===== src/rtl/shift_sequencer.sv =====
`default_nettype none
// ============================================================================
// Module      : shift_sequencer
// Description : Multi-cycle LSR/LSL/ASR/ROR sequencer, one bit per clock,
//               amount taken from rfread[AMT_BITS-1:0]. Define SHIFT_CARRY_EN
//               to add the carry output (last bit shifted out).
// Revision    : 1.0 - initial release
// ============================================================================
module shift_sequencer #(
    parameter int WIDTH    = 16,
    parameter int AMT_BITS = 4
) (
    input  logic             clk,
    input  logic             reset,
    input  logic             start,
    input  logic [1:0]       op,
    input  logic [WIDTH-1:0] in,
    input  logic [WIDTH-1:0] rfread,
    output logic             busy,
    output logic             done,
`ifdef SHIFT_CARRY_EN
    output logic             carry,
`endif
    output logic [WIDTH-1:0] out
);

    localparam logic [1:0]          c_op_lsr   = 2'b00;
    localparam logic [1:0]          c_op_lsl   = 2'b01;
    localparam logic [1:0]          c_op_asr   = 2'b10;
    localparam logic [AMT_BITS-1:0] c_amt_zero = '0;
    localparam logic [AMT_BITS-1:0] c_amt_one  = AMT_BITS'(1);

    typedef enum logic [1:0] {
        S_IDLE  = 2'd0,
        S_SHIFT = 2'd1,
        S_DONE  = 2'd2
    } state_t;

    state_t              r_state;
    state_t              w_next_state;
    state_t              w_start_target;
    logic                w_accept;
    logic [1:0]          r_op;
    logic [AMT_BITS-1:0] r_count;
    logic [AMT_BITS-1:0] w_amt;
    logic [WIDTH-1:0]    w_step;
    logic                w_unused_rfread;

    assign w_amt           = rfread[AMT_BITS-1:0];
    assign w_unused_rfread = ^rfread[WIDTH-1:AMT_BITS];
    assign w_start_target  = (w_amt == c_amt_zero) ? S_DONE : S_SHIFT;

    always_ff @(posedge clk or posedge reset) begin
        if (reset) begin
            r_state <= S_IDLE;
        end else begin
            r_state <= w_next_state;
        end
    end

    always_comb begin
        w_next_state = r_state;
        w_accept     = 1'b0;
        busy         = 1'b0;
        done         = 1'b0;
        case (r_state)
            S_IDLE: begin
                if (start) begin
                    w_accept     = 1'b1;
                    w_next_state = w_start_target;
                end
            end
            S_SHIFT: begin
                busy = 1'b1;
                if (r_count == c_amt_one) begin
                    w_next_state = S_DONE;
                end
            end
            S_DONE: begin
                done = 1'b1;
                // A start here chains the next op without an idle bubble
                if (start) begin
                    w_accept     = 1'b1;
                    w_next_state = w_start_target;
                end else begin
                    w_next_state = S_IDLE;
                end
            end
            default: w_next_state = S_IDLE;
        endcase
    end

    always_comb begin
        w_step = out;
        case (r_op)
            c_op_lsr: w_step = {1'b0, out[WIDTH-1:1]};
            c_op_lsl: w_step = {out[WIDTH-2:0], 1'b0};
            c_op_asr: w_step = {out[WIDTH-1], out[WIDTH-1:1]};
            default:  w_step = {out[0], out[WIDTH-1:1]};
        endcase
    end

    // out doubles as the working register, so partial results are visible
    always_ff @(posedge clk or posedge reset) begin
        if (reset) begin
            out     <= '0;
            r_op    <= 2'b00;
            r_count <= '0;
        end else if (w_accept) begin
            out     <= in;
            r_op    <= op;
            r_count <= w_amt;
        end else if (r_state == S_SHIFT) begin
            out     <= w_step;
            r_count <= r_count - c_amt_one;
        end
    end

`ifdef SHIFT_CARRY_EN
    logic w_shout;

    assign w_shout = (r_op == c_op_lsl) ? out[WIDTH-1] : out[0];

    // Only shift edges touch carry, so a zero-amount op leaves it as it was
    always_ff @(posedge clk or posedge reset) begin
        if (reset) begin
            carry <= 1'b0;
        end else if (r_state == S_SHIFT) begin
            carry <= w_shout;
        end
    end
`endif

endmodule
`default_nettype wire


===== config.mk =====
export PLATFORM = sky130hd
export DESIGN_NAME = shift_sequencer
export DESIGN_NICKNAME = d
export VERILOG_FILES = /design/src/rtl/shift_sequencer.sv
export SDC_FILE = /design/constraint.sdc
export NUM_CORES = 1
export LEC_CHECK = 0
export BUFFER_PORTS_ARGS = -buffer_cell sky130_fd_sc_hd__buf_2
export CAP_MARGIN = 20
export CORE_MARGIN = 4
export CORE_UTILIZATION = 45
export CTS_CLUSTER_DIAMETER = 30
export DETAILED_ROUTE_END_ITERATION = 10
export PLACE_DENSITY = 0.8
export SETUP_SLACK_MARGIN = 0.2
export SYNTH_ARGS = -nofsm -noshare
export SYNTH_HDL_FRONTEND = slang
export SYNTH_SLANG_ARGS = --single-unit

===== constraint.sdc =====
create_clock -name clk -period 1.42 [get_ports clk]
set_input_delay 0.355 -clock clk [delete_from_list [all_inputs] [get_ports clk]]
set_output_delay 0.355 -clock clk [all_outputs]
set_load 0.01 [all_outputs]

==> results of run 1 <==
==> layout make-up <==
type                    instances  area (um^2)
clock inverters                 1        30.03
flip-flops and latches         24        601.8
well taps                      31        38.79
fillers                       194        675.6
repair buffers                 85        619.3
inverters                       4        17.52
clock buffers                   3        22.52
multi-input cells             101        847.1
==> worst register-to-register path: cells and delay by family, from the launching register on <==
family	cells	cell delay (ns)
buffers and inverters	4	0.48
AOI/OAI and AO/OA	1	0.07
DFF	1	0.46
and+or+nand+nor	2	0.25
==> per-stage QoR <==
| stage | worst slack [ns] | utilization, % |
|---|---|---|
| floorplan | 0.2158 | - |
| global placement | 0.06569 | 56.93 |
| detailed placement | -0.01752 | 56.93 |
| CTS | -0.06592 | 68.03 |
| global route | -0.1188 | 76.32 |
| finish | -0.06065 | 76.32 |
==> layer usage <==
metal,wire length [um],vias to the layer above
met5,0,-
met3,281,6
met2,2191,73
met4,10,0
li1,-,667
met1,1782,685
==> logic make-up (layout without fill, tap and decap cells) <==
logic type,Yosys count,after routing,share of synthesized area [%]
XOR/XNOR,1,1,0.6330
adder cells (fa/ha/maj),2,2,1.808
buffers and inverters,15,93,6.962
multiplexers,24,24,17.45
flip-flops,24,24,43.40
AND/OR/NAND/NOR,49,50,16.82
AO/OA/AOI/OAI,24,24,12.93
==> registers in the layout, summed over array words and instances (netlist names) <==
signal   count
r_state      2
r_count      4
r_op         2
out         16
==> Yosys cell counts <==
library cell | instances | area share [%]
a32oi_1 | 1 | 0.63
nand3b_1 | 1 | 0.54
buf_2 | 4 | 1.4
nor4_1 | 1 | 0.45
nand2b_1 | 3 | 1.4
o211ai_1 | 7 | 3.8
a31oi_1 | 1 | 0.45
mux2_2 | 1 | 0.81
inv_1 | 4 | 1.1
or3_1 | 2 | 0.90
ha_1 | 2 | 1.8
buf_4 | 3 | 1.6
nor2b_1 | 3 | 1.4
dfrtp_1 | 24 | 43
nand3_1 | 13 | 4.7
and2_1 | 1 | 0.45
buf_12 | 1 | 1.4
nor3b_1 | 1 | 0.54
nor2_1 | 3 | 0.81
nand2_1 | 21 | 5.7
o221ai_1 | 9 | 5.7
buf_6 | 1 | 0.81
o21ai_0 | 1 | 0.36
clkbuf_1 | 2 | 0.54
a21oi_1 | 3 | 1.1
o22ai_1 | 2 | 0.90
xor2_1 | 1 | 0.63
mux2i_1 | 23 | 17
==> repair_timing <==
| item | in CTS | in global routing |
|---|---|---|
| resized for setup | 25 | 32 |
| setup endpoints to repair | 40 | 40 |
| setup buffers | 23 | 10 |
| cloned | 1 | 2 |
| pin swaps | 13 | 20 |
==> worst max-delay path by stage <==
stage,endpoint,cells after the start
after floorplan,r_count[3]$_DFFE_PP0P_,6
after global placement,r_count[0]$_DFFE_PP0P_,3
after detailed placement,r_count[0]$_DFFE_PP0P_,3
after CTS,done,3
after global routing,done,3
final,done,3
==> power by group <==
part	total [mW]	internal, mW	switching [mW]	leakage (nW)
logic	3.62	1.90	1.71	0.803
clock network	0.509	0.285	0.224	0.0279
registers	1.25	1.03	0.225	0.295
total	5.38	3.22	2.16	1.13
==> impl_results.md, run 1 <==
- Final hold slack: 0.05838 ns
- Die width: 63.46 um
- Fin crit period: 1.481 ns
- Final hold vios: 0
- Commonest non-fill, non-tap cells in the layout: buf_2 (41), buf_4 (32), mux2i_1 (23), dfrtp_1 (23), nand2_2 (15)
- Setup Viol. Count Final: 1
- Detailed-route via count: 1431
- Final Skew: 0.006568 ns
- Sequential area share after synthesis: 43.40%
- Met2 Use GR: 31.94%
- Placer congestion estimate: 0.7807
- Row cnt: 19
- Grt total ovfl: 0
- R2R Setup Slk: 0.06 ns
- R2R depth: 7
- Top fanout value on the critical path: 3
- Pin count of the biggest net entering global routing: 27
- Vias in the first global route: 1343
- First-pass GRT wire length: 6285 um
- # diodes: 0
- Hold Buf Count CTS: 0
- DP Cell Count: 209
- Drt pass-1 iters: 5
- Critical path data required time: 1.07 ns
- Drt drc: 0
- Die height: 63.46 um
- Buffer and inverter count on the worst path: 2
- Clk Latency, worst-skew pair: 0.32 ns
- Setup CP Type: register to primary output
- Met3 Use GR: 2.664%
- CTS sink count: 24
- Slowest CP cell: dfrtp_2
- Final Cycle Share: 104.3%
- Drt initial violations: 84
- Pleak: 1.126 nW
- Ratio of cells with drive above 1 in the final layout: 57.34%
- Clock root buffer: clkbuf_4
- Via density: 5.747
- Tot Pwr: 5.378 mW
- Critical Path AT: 1.13 ns
- GRT busiest layer: met2
- Detailed Route WL: 4265 um
- Clock Tree Buf Depth: 2
- Power Density: 2470 nW/um^2
- Design area: 2177 um^2
- Worst R2R End: out[3]$_DFFE_PP0P_
- FF+latch count, synth: 24
- Antenna violations before repair: 0
- Most common cell after layout, fill and taps aside: buf_2
- Startpoint Class: register
- Synth unique cells: 28
- Syn Inst Count: 139
- Ports: 55
- Fmax: 0.6754 GHz
- Status: complete, but fails checks
- Max-cap viol count: 0
- Yosys warns: 0
- Setup total negative slack: -0.06065 ns
- Die area: 4027 um^2
- Core footprint: 2853 um^2
- Starting Density: 48.51%
- Worst r2r src: r_state[0]$_DFFE_PP0P_
- Post-Syn Area: 1384 um^2
- Avg Cell Area, Syn: 9.956 um^2
- CTS tree: done
- Final net count: 258
- Relative slew slack: 72.49%
- I/O Buffers: 42
- Least-Margin Pin Slew: 0.4088 ns
- H-tree levels: 1
- Cell breakdown of the critical path: buf_6 > nor2b_1 > buf_2
- Crit path max-delay family: flip-flops
- Clock-pin slew on the worst setup and hold paths: 0.15 ns
- Antenna-violating nets left: 0
- Total CTS buffers: 3
- Worst hold-check path type: input port to asynchronous set/reset pin
- Failing checks: negative setup slack
- GRT Util Overall: 19.02%
- Drt wl/cell: 17.13 um
- GR met1 Demand/Resource: 26.69%
- Area post-placement: 1624 um^2
- Unrepaired setup endpoints after global routing: true
- Area delta synth->final: 57.32%
- Worst setup path start: r_state[0]$_DFFE_PP0P_
- Max IR drop VDD: 1.317 mV
- Slowest Stage Delay on Critical Path: 0.46 ns
- Final non-filler cell total: 249
- Slew Limit Fails: 0
- CP endpoint kind: primary output
- Mapped Nets: 178
- Final critical-path setup slack: -0.06065 ns
Note: power is estimated with default switching activity, not from simulation.
==> run 2: changes to the inputs <==
--- a/config.mk
+++ b/config.mk
@@ -9,6 +9,7 @@
 export CAP_MARGIN = 20
 export CORE_MARGIN = 4
 export CORE_UTILIZATION = 45
+export CTS_BUF_LIST = sky130_fd_sc_hd__clkbuf_8 sky130_fd_sc_hd__clkbuf_16
 export CTS_CLUSTER_DIAMETER = 30
 export DETAILED_ROUTE_END_ITERATION = 10
 export PLACE_DENSITY = 0.8
==> impl_results.md, run 2 (synthesis results as in run 1) <==
- Critical Path AT: 1.07 ns (-0.06 ns)
- Final hold vios: 0 (unchanged)
- Detailed Route WL: 4112 um (-3.6%)
- CTS tree: done
- Placer congestion estimate: 0.7807 (unchanged)
- Top fanout value on the critical path: 5 (+2)
- H-tree levels: 1 (unchanged)
- Combinational group share of total power: 62.7% (-4.5 points)
- Clock-pin slew on the worst setup and hold paths: 0.09 ns (-0.06 ns)
- Row cnt: 19 (unchanged)
- Via density: 5.829 (+1.4%)
- Core footprint: 2853 um^2 (unchanged)
- Final net count: 249 (-3.5%)
- Fin crit period: 1.421 ns (-0.05928 ns)
- Relative slew slack: 67.70% (-4.8 points)
- Clock power frac: 11.7% (+2.2 points)
- Clock Tree Buf Depth: 2 (unchanged)
- Pleak: 1.079 nW (-4.2%)
- Startpoint Class: register
- Drt wl/cell: 17.13 um (about the same)
- # diodes: 0 (unchanged)
- Status: complete, but fails checks
- First-pass GRT wire length: 6085 um (-3.2%)
- Antenna violations before repair: 0 (unchanged)
- Vias in the first global route: 1306 (-2.8%)
- Max IR drop VDD: 1.295 mV (-1.6%)
- CTS sink count: 24 (unchanged)
- Max-cap viol count: 0 (unchanged)
- Reg area: 603.1 um^2 (+0.21%)
- I/O Buffers: 42 (unchanged)
- Worst r2r src: r_state[0]$_DFFE_PP0P_
- Setup CP Type: register to primary output
- Fillers: 207 (+6.7%)
- Area delta synth->final: 52.26%
- Multi-input gate area: 858.3 um^2 (+1.3%)
- Grt total ovfl: 0 (unchanged)
- Power Density: 2450 nW/um^2 (-0.82%)
- Clock root buffer: clkbuf_8
- Most flops, register: out
- Pin count of the biggest net entering global routing: 27 (unchanged)
- Ports: 55 (unchanged)
- Die height: 63.46 um (unchanged)
- Detailed-route via count: 1399 (-2.2%)
- Die area: 4027 um^2 (unchanged)
- Ratio of cells with drive above 1 in the final layout: 56.94% (-0.40 points)
- Drt pass-1 iters: 4 (-1)
- Fmax: 0.7035 GHz (+4.2%)
- Final hold slack: 0.1242 ns (+0.06577 ns)
- Worst hold-check path type: input port to asynchronous set/reset pin
- Setup total negative slack: -0.001377 ns (+0.05928 ns)
- Final Cycle Share: 100.1% (-4.2 points)
- Slew Limit Fails: 0 (unchanged)
- Antenna-violating nets left: 0 (unchanged)
- NetSw: 2.095 mW (-3.0%)
- Setup Viol. Count Final: 1 (unchanged)
- Starting Density: 48.51% (unchanged)
- Largest registers: out: 16 flops, r_count: 4 flops
- Die width: 63.46 um (unchanged)
- Sw Share: 40.59% (+0.42 points)
- Drt initial violations: 87 (+3.6%)
- Final critical-path setup slack: -0.001377 ns (+0.05928 ns)
- CP endpoint kind: primary output
- Total CTS buffers: 3 (unchanged)
- Drt drc: 0 (unchanged)
- Failing checks: negative setup slack
- Final Skew: 0.006319 ns (-0.0002486 ns)
- Most common cell after layout, fill and taps aside: buf_2
- Unrepaired setup endpoints after global routing: true
- Critical path data required time: 1.07 ns (about the same)
- Worst setup path start: r_state[1]$_DFFE_PP0P_
- Seq pwr share: 25.7% (+2.4 points)
- Hold Buf Count CTS: 0 (unchanged)
- Clk Latency, worst-skew pair: 0.27 ns (-0.05 ns)
- Max reg flops: 16 (unchanged)
- Commonest non-fill, non-tap cells in the layout: buf_2 (41), buf_4 (26), mux2i_1 (23)
- Internal power: 3.067 mW (-4.7%)
- GRT Util Overall: 18.71% (-0.30 points)
- Least-Margin Pin Slew: 0.4801 ns (+0.07123 ns)
[run 2: changes by cell type in the layout (fill, tap and decap cells not counted), sizes merged]
cell / delta
buf: -8
clkbuf: -1
[run 2: path summary, 6_finish.rpt]
path	end	slack [ns]	cells after the start
worst max-delay path	done	-0.001	3
worst min-delay path	out[15]$_DFFE_PP0P_	0.12	3
worst max register to register	out[0]$_DFFE_PP0P_	0.05	7
worst min register to register	r_op[1]$_DFFE_PP0P_	0.55	2
max in group asynchronous	r_state[0]$_DFFE_PP0P_	1.03	3
min in group clk	r_op[0]$_DFFE_PP0P_	0.28	3
[run 2: cell type report]
type,instances,share of cell area (%)
sequential,24,28.62
tap,31,1.841
clock buffer,3,1.960
multi-input combinational,101,40.74
timing repair buffer,76,24.58
inverter,4,0.8314
clock inverter,1,1.425
[run 2: what timing repair did]
item | 4_1_cts | 5_1_grt
gates cloned | 1 | 1
pin swaps | 4 | 22
setup buffers | 12 | 13
endpoints found under the setup margin | 29 | 36
resized for setup | 20 | 37
[run 2: routing by layer]
metal / wire [um] / track usage (%) / vias up
li1: - / - / 650
met1: 1774 / 25.68 / 692
met2: 2077 / 31.29 / 53
met3: 234 / 2.842 / 4
met4: 26 / 3.774 / 0
met5: 0 / 0 / -
[run 2: critical path: stages, from the launching register on]
cell and delay, ns:
dfrtp_1 0.39, buf_4 0.16, nor2b_1 0.12, buf_2 0.13
[run 2: power groups by stage]
stage          combinational, mW  clock, mW  sequential [mW]
5_1_grt                     3.48      0.646             1.36
3_5_place_dp                1.95          0             1.42
2_1_floorplan               1.37          0             1.41
6_report                    3.24      0.601             1.32
3_3_place_gp                1.88          0             1.39
4_1_cts                     2.50      0.613             1.34
[run 2: metrics by stage]
| step | setup slack (ns) | area, um^2 | power, mW | utilization (%) | std cells |
|---|---|---|---|---|---|
| floorplan | 0.2158 | 1384 | 2.781 | - | 139 |
| global placement | 0.06569 | 1624 | 3.268 | 56.93 | 209 |
| detailed placement | -0.01752 | 1624 | 3.366 | 56.93 | 209 |
| CTS | 0.0001061 | 1862 | 4.449 | 65.26 | 226 |
| global route | -0.03883 | 2107 | 5.493 | 73.86 | 240 |
| finish | -0.001377 | 2107 | 5.162 | 73.86 | 240 |
==> run 3: changes to the inputs <==
--- a/config.mk
+++ b/config.mk
@@ -12,8 +12,10 @@
 export CTS_BUF_LIST = sky130_fd_sc_hd__clkbuf_8 sky130_fd_sc_hd__clkbuf_16
 export CTS_CLUSTER_DIAMETER = 30
 export DETAILED_ROUTE_END_ITERATION = 10
+export MAX_ROUTING_LAYER = met4
 export PLACE_DENSITY = 0.8
 export SETUP_SLACK_MARGIN = 0.2
+export SKIP_LAST_GASP = 1
 export SYNTH_ARGS = -nofsm -noshare
 export SYNTH_HDL_FRONTEND = slang
 export SYNTH_SLANG_ARGS = --single-unit
==> impl_results.md, run 3 (synthesis results as in run 1) <==
- GRT Util Overall: 19.20% (+0.48 points)
- CTS tree: done
- Commonest non-fill, non-tap cells in the layout: buf_2 (41), buf_4 (26), mux2i_1 (23)
- First-pass GRT wire length: 6085 um (unchanged)
- NetSw: 2.068 mW (-1.3%)
- Core footprint: 2853 um^2 (unchanged)
- Area post-placement: 1624 um^2 (unchanged)
- Detailed Route WL: 4076 um (-0.88%)
- Clock root buffer: clkbuf_8
- Fin crit period: 1.409 ns (-0.01222 ns)
- Drt pass-1 iters: 4 (unchanged)
- Drt wl/cell: 16.98 um (-0.88%)
- Power Density: 2450 nW/um^2 (about the same)
- Combinational group share of total power: 62.4% (-0.3 points)
- Worst R2R End: out[0]$_DFFE_PP0P_
- Fillers: 209 (+0.97%)
- Starting Density: 48.51% (unchanged)
- Antenna-violating nets left: 0 (unchanged)
- H-tree levels: 1 (unchanged)
- I/O Buffers: 42 (unchanged)
- Setup CP Type: register to primary output
- Slew Limit Fails: 0 (unchanged)
- Max IR drop VDD: 1.290 mV (-0.38%)
- Worst setup path start: r_state[0]$_DFFE_PP0P_
- Top fanout value on the critical path: 3 (-2)
- Detailed-route via count: 1388 (-0.79%)
- Least-Margin Pin Slew: 0.4530 ns (-0.02708 ns)
- Clock Tree Buf Depth: 2 (unchanged)
- Seq pwr share: 25.9% (+0.2 points)
- Design area: 2087 um^2 (-0.95%)
- End of the critical path: done
- Startpoint Class: register
- CTS sink count: 24 (unchanged)
- Most flops, register: out
- Ports: 55 (unchanged)
- Final non-filler cell total: 240 (unchanged)
- DP Cell Count: 209 (unchanged)
- Final Skew: 0.006904 ns (+0.0005845 ns)
- Final hold vios: 0 (unchanged)
- Worst hold-check path type: input port to asynchronous set/reset pin
- Unrepaired setup endpoints after global routing: true
- Pin count of the biggest net entering global routing: 27 (unchanged)
- Clock-pin slew on the worst setup and hold paths: 0.09 ns (about the same)
- Internal power: 3.046 mW (-0.69%)
- Most common cell after layout, fill and taps aside: buf_2
- Antenna violations before repair: 0 (unchanged)
- CP endpoint kind: primary output
- Setup Viol. Count Final: 0 (-1)
- Grt total ovfl: 0 (unchanged)
- Die area: 4027 um^2 (unchanged)
- Total CTS buffers: 3 (unchanged)
- # diodes: 0 (unchanged)
- Status: finished clean
- Critical path data required time: 1.07 ns (about the same)
- Pleak: 1.069 nW (-0.92%)
- Die width: 63.46 um (unchanged)
- Final Cycle Share: 99.24% (-0.86 points)
- R2R depth: 7 (unchanged)
- Placer congestion estimate: 0.7915 (+1.4%)
- Hold Buf Count CTS: 0 (unchanged)
- Row cnt: 19 (unchanged)
- Ratio of cells with drive above 1 in the final layout: 56.46% (-0.48 points)
- Fmax: 0.7096 GHz (+0.87%)
- Final net count: 249 (unchanged)
- Sw Share: 40.44% (-0.15 points)
- Clock power frac: 11.8% (about the same)
- Max reg flops: 16 (unchanged)
- Largest registers: out: 16 flops, r_count: 4 flops
- Drt drc: 0 (unchanged)
- Critical Path AT: 1.05 ns (-0.02 ns)
- Area delta synth->final: 50.81%
- Relative slew slack: 69.52% (+1.8 points)
- Vias in the first global route: 1306 (unchanged)
- Die height: 63.46 um (unchanged)
- Drt initial violations: 92 (+5.7%)
- Worst r2r src: r_state[0]$_DFFE_PP0P_
- Via density: 5.783 (-0.79%)
- Max-cap viol count: 0 (unchanged)
- R2R Setup Slk: 0.04 ns (about the same)
- Clk Latency, worst-skew pair: 0.27 ns (about the same)
[run 3: changes by cell type in the layout (fill, tap and decap cells not counted)]
cell and change:
a21oi_4 -1, buf_8 -1, buf_6 +1, nand2_4 -1, a21oi_1 +1, nand2_2 +1
[run 3: repair_timing]
action,4_1_cts,5_1_grt
buffers inserted,12,13
gates resized for setup,20,33
hold endpoints to repair,0,0
gates cloned,1,1
endpoints found under the setup margin,29,36
pin swaps,4,20
[run 3: worst max-delay path, stage by stage (launching register included)]
cell	delay, ns
dfrtp_2	0.44
buf_6	0.13
nor2b_1	0.09
buf_2	0.13
[run 3: cell type report]
type	count	area [um^2]	area share, %
clock buffers	3	41.29	1.978
clock inverters	1	30.03	1.439
well taps	31	38.79	1.859
flip-flops and latches	24	603.1	28.90
repair buffers	76	514.2	24.64
inverters	4	17.52	0.8393
multi-input cells	101	842.1	40.35
[run 3: worst min-delay path by stage]
stage / cells after the start / start / end
6_report: 3 / reset / out[3]$_DFFE_PP0P_
5_1_grt: 3 / reset / out[3]$_DFFE_PP0P_
4_1_cts: 3 / reset / out[3]$_DFFE_PP0P_
3_5_place_dp: 3 / reset / out[2]$_DFFE_PP0P_
3_3_place_gp: 3 / reset / out[2]$_DFFE_PP0P_
2_1_floorplan: 1 / reset / out[0]$_DFFE_PP0P_
[run 3: per-layer routing]
layer,global-route usage (%),vias to the layer above,wire length [um]
li1,-,651,-
met1,25.45,684,1709
met2,31.42,49,2070
met3,2.842,4,263
met4,3.774,0,33
met5,-,-,0
[run 3: through the flow]
| stage | power [mW] | setup slack (ns) | util (%) | TNS [ns] | hold WS, ns |
|---|---|---|---|---|---|
| floorplan | 2.781 | 0.2158 | - | 0 | 0.3696 |
| global placement | 3.268 | 0.06569 | 56.93 | 0 | 0.4155 |
| detailed placement | 3.366 | -0.01752 | 56.93 | -0.01752 | 0.4219 |
| CTS | 4.449 | 0.0001061 | 65.26 | 0 | 0.1294 |
| global route | 5.444 | -0.02720 | 73.16 | -0.02720 | 0.1533 |
| finish | 5.113 | 0.01085 | 73.16 | 0 | 0.1260 |
[run 3: power by group through the flow]
stage          sequential, mW  clock (mW)  combinational [mW]
2_1_floorplan            1.41           0                1.37
3_3_place_gp             1.39           0                1.88
3_5_place_dp             1.42           0                1.95
4_1_cts                  1.34       0.613                2.50
5_1_grt                  1.36       0.643                3.44
6_report                 1.32       0.601                3.19
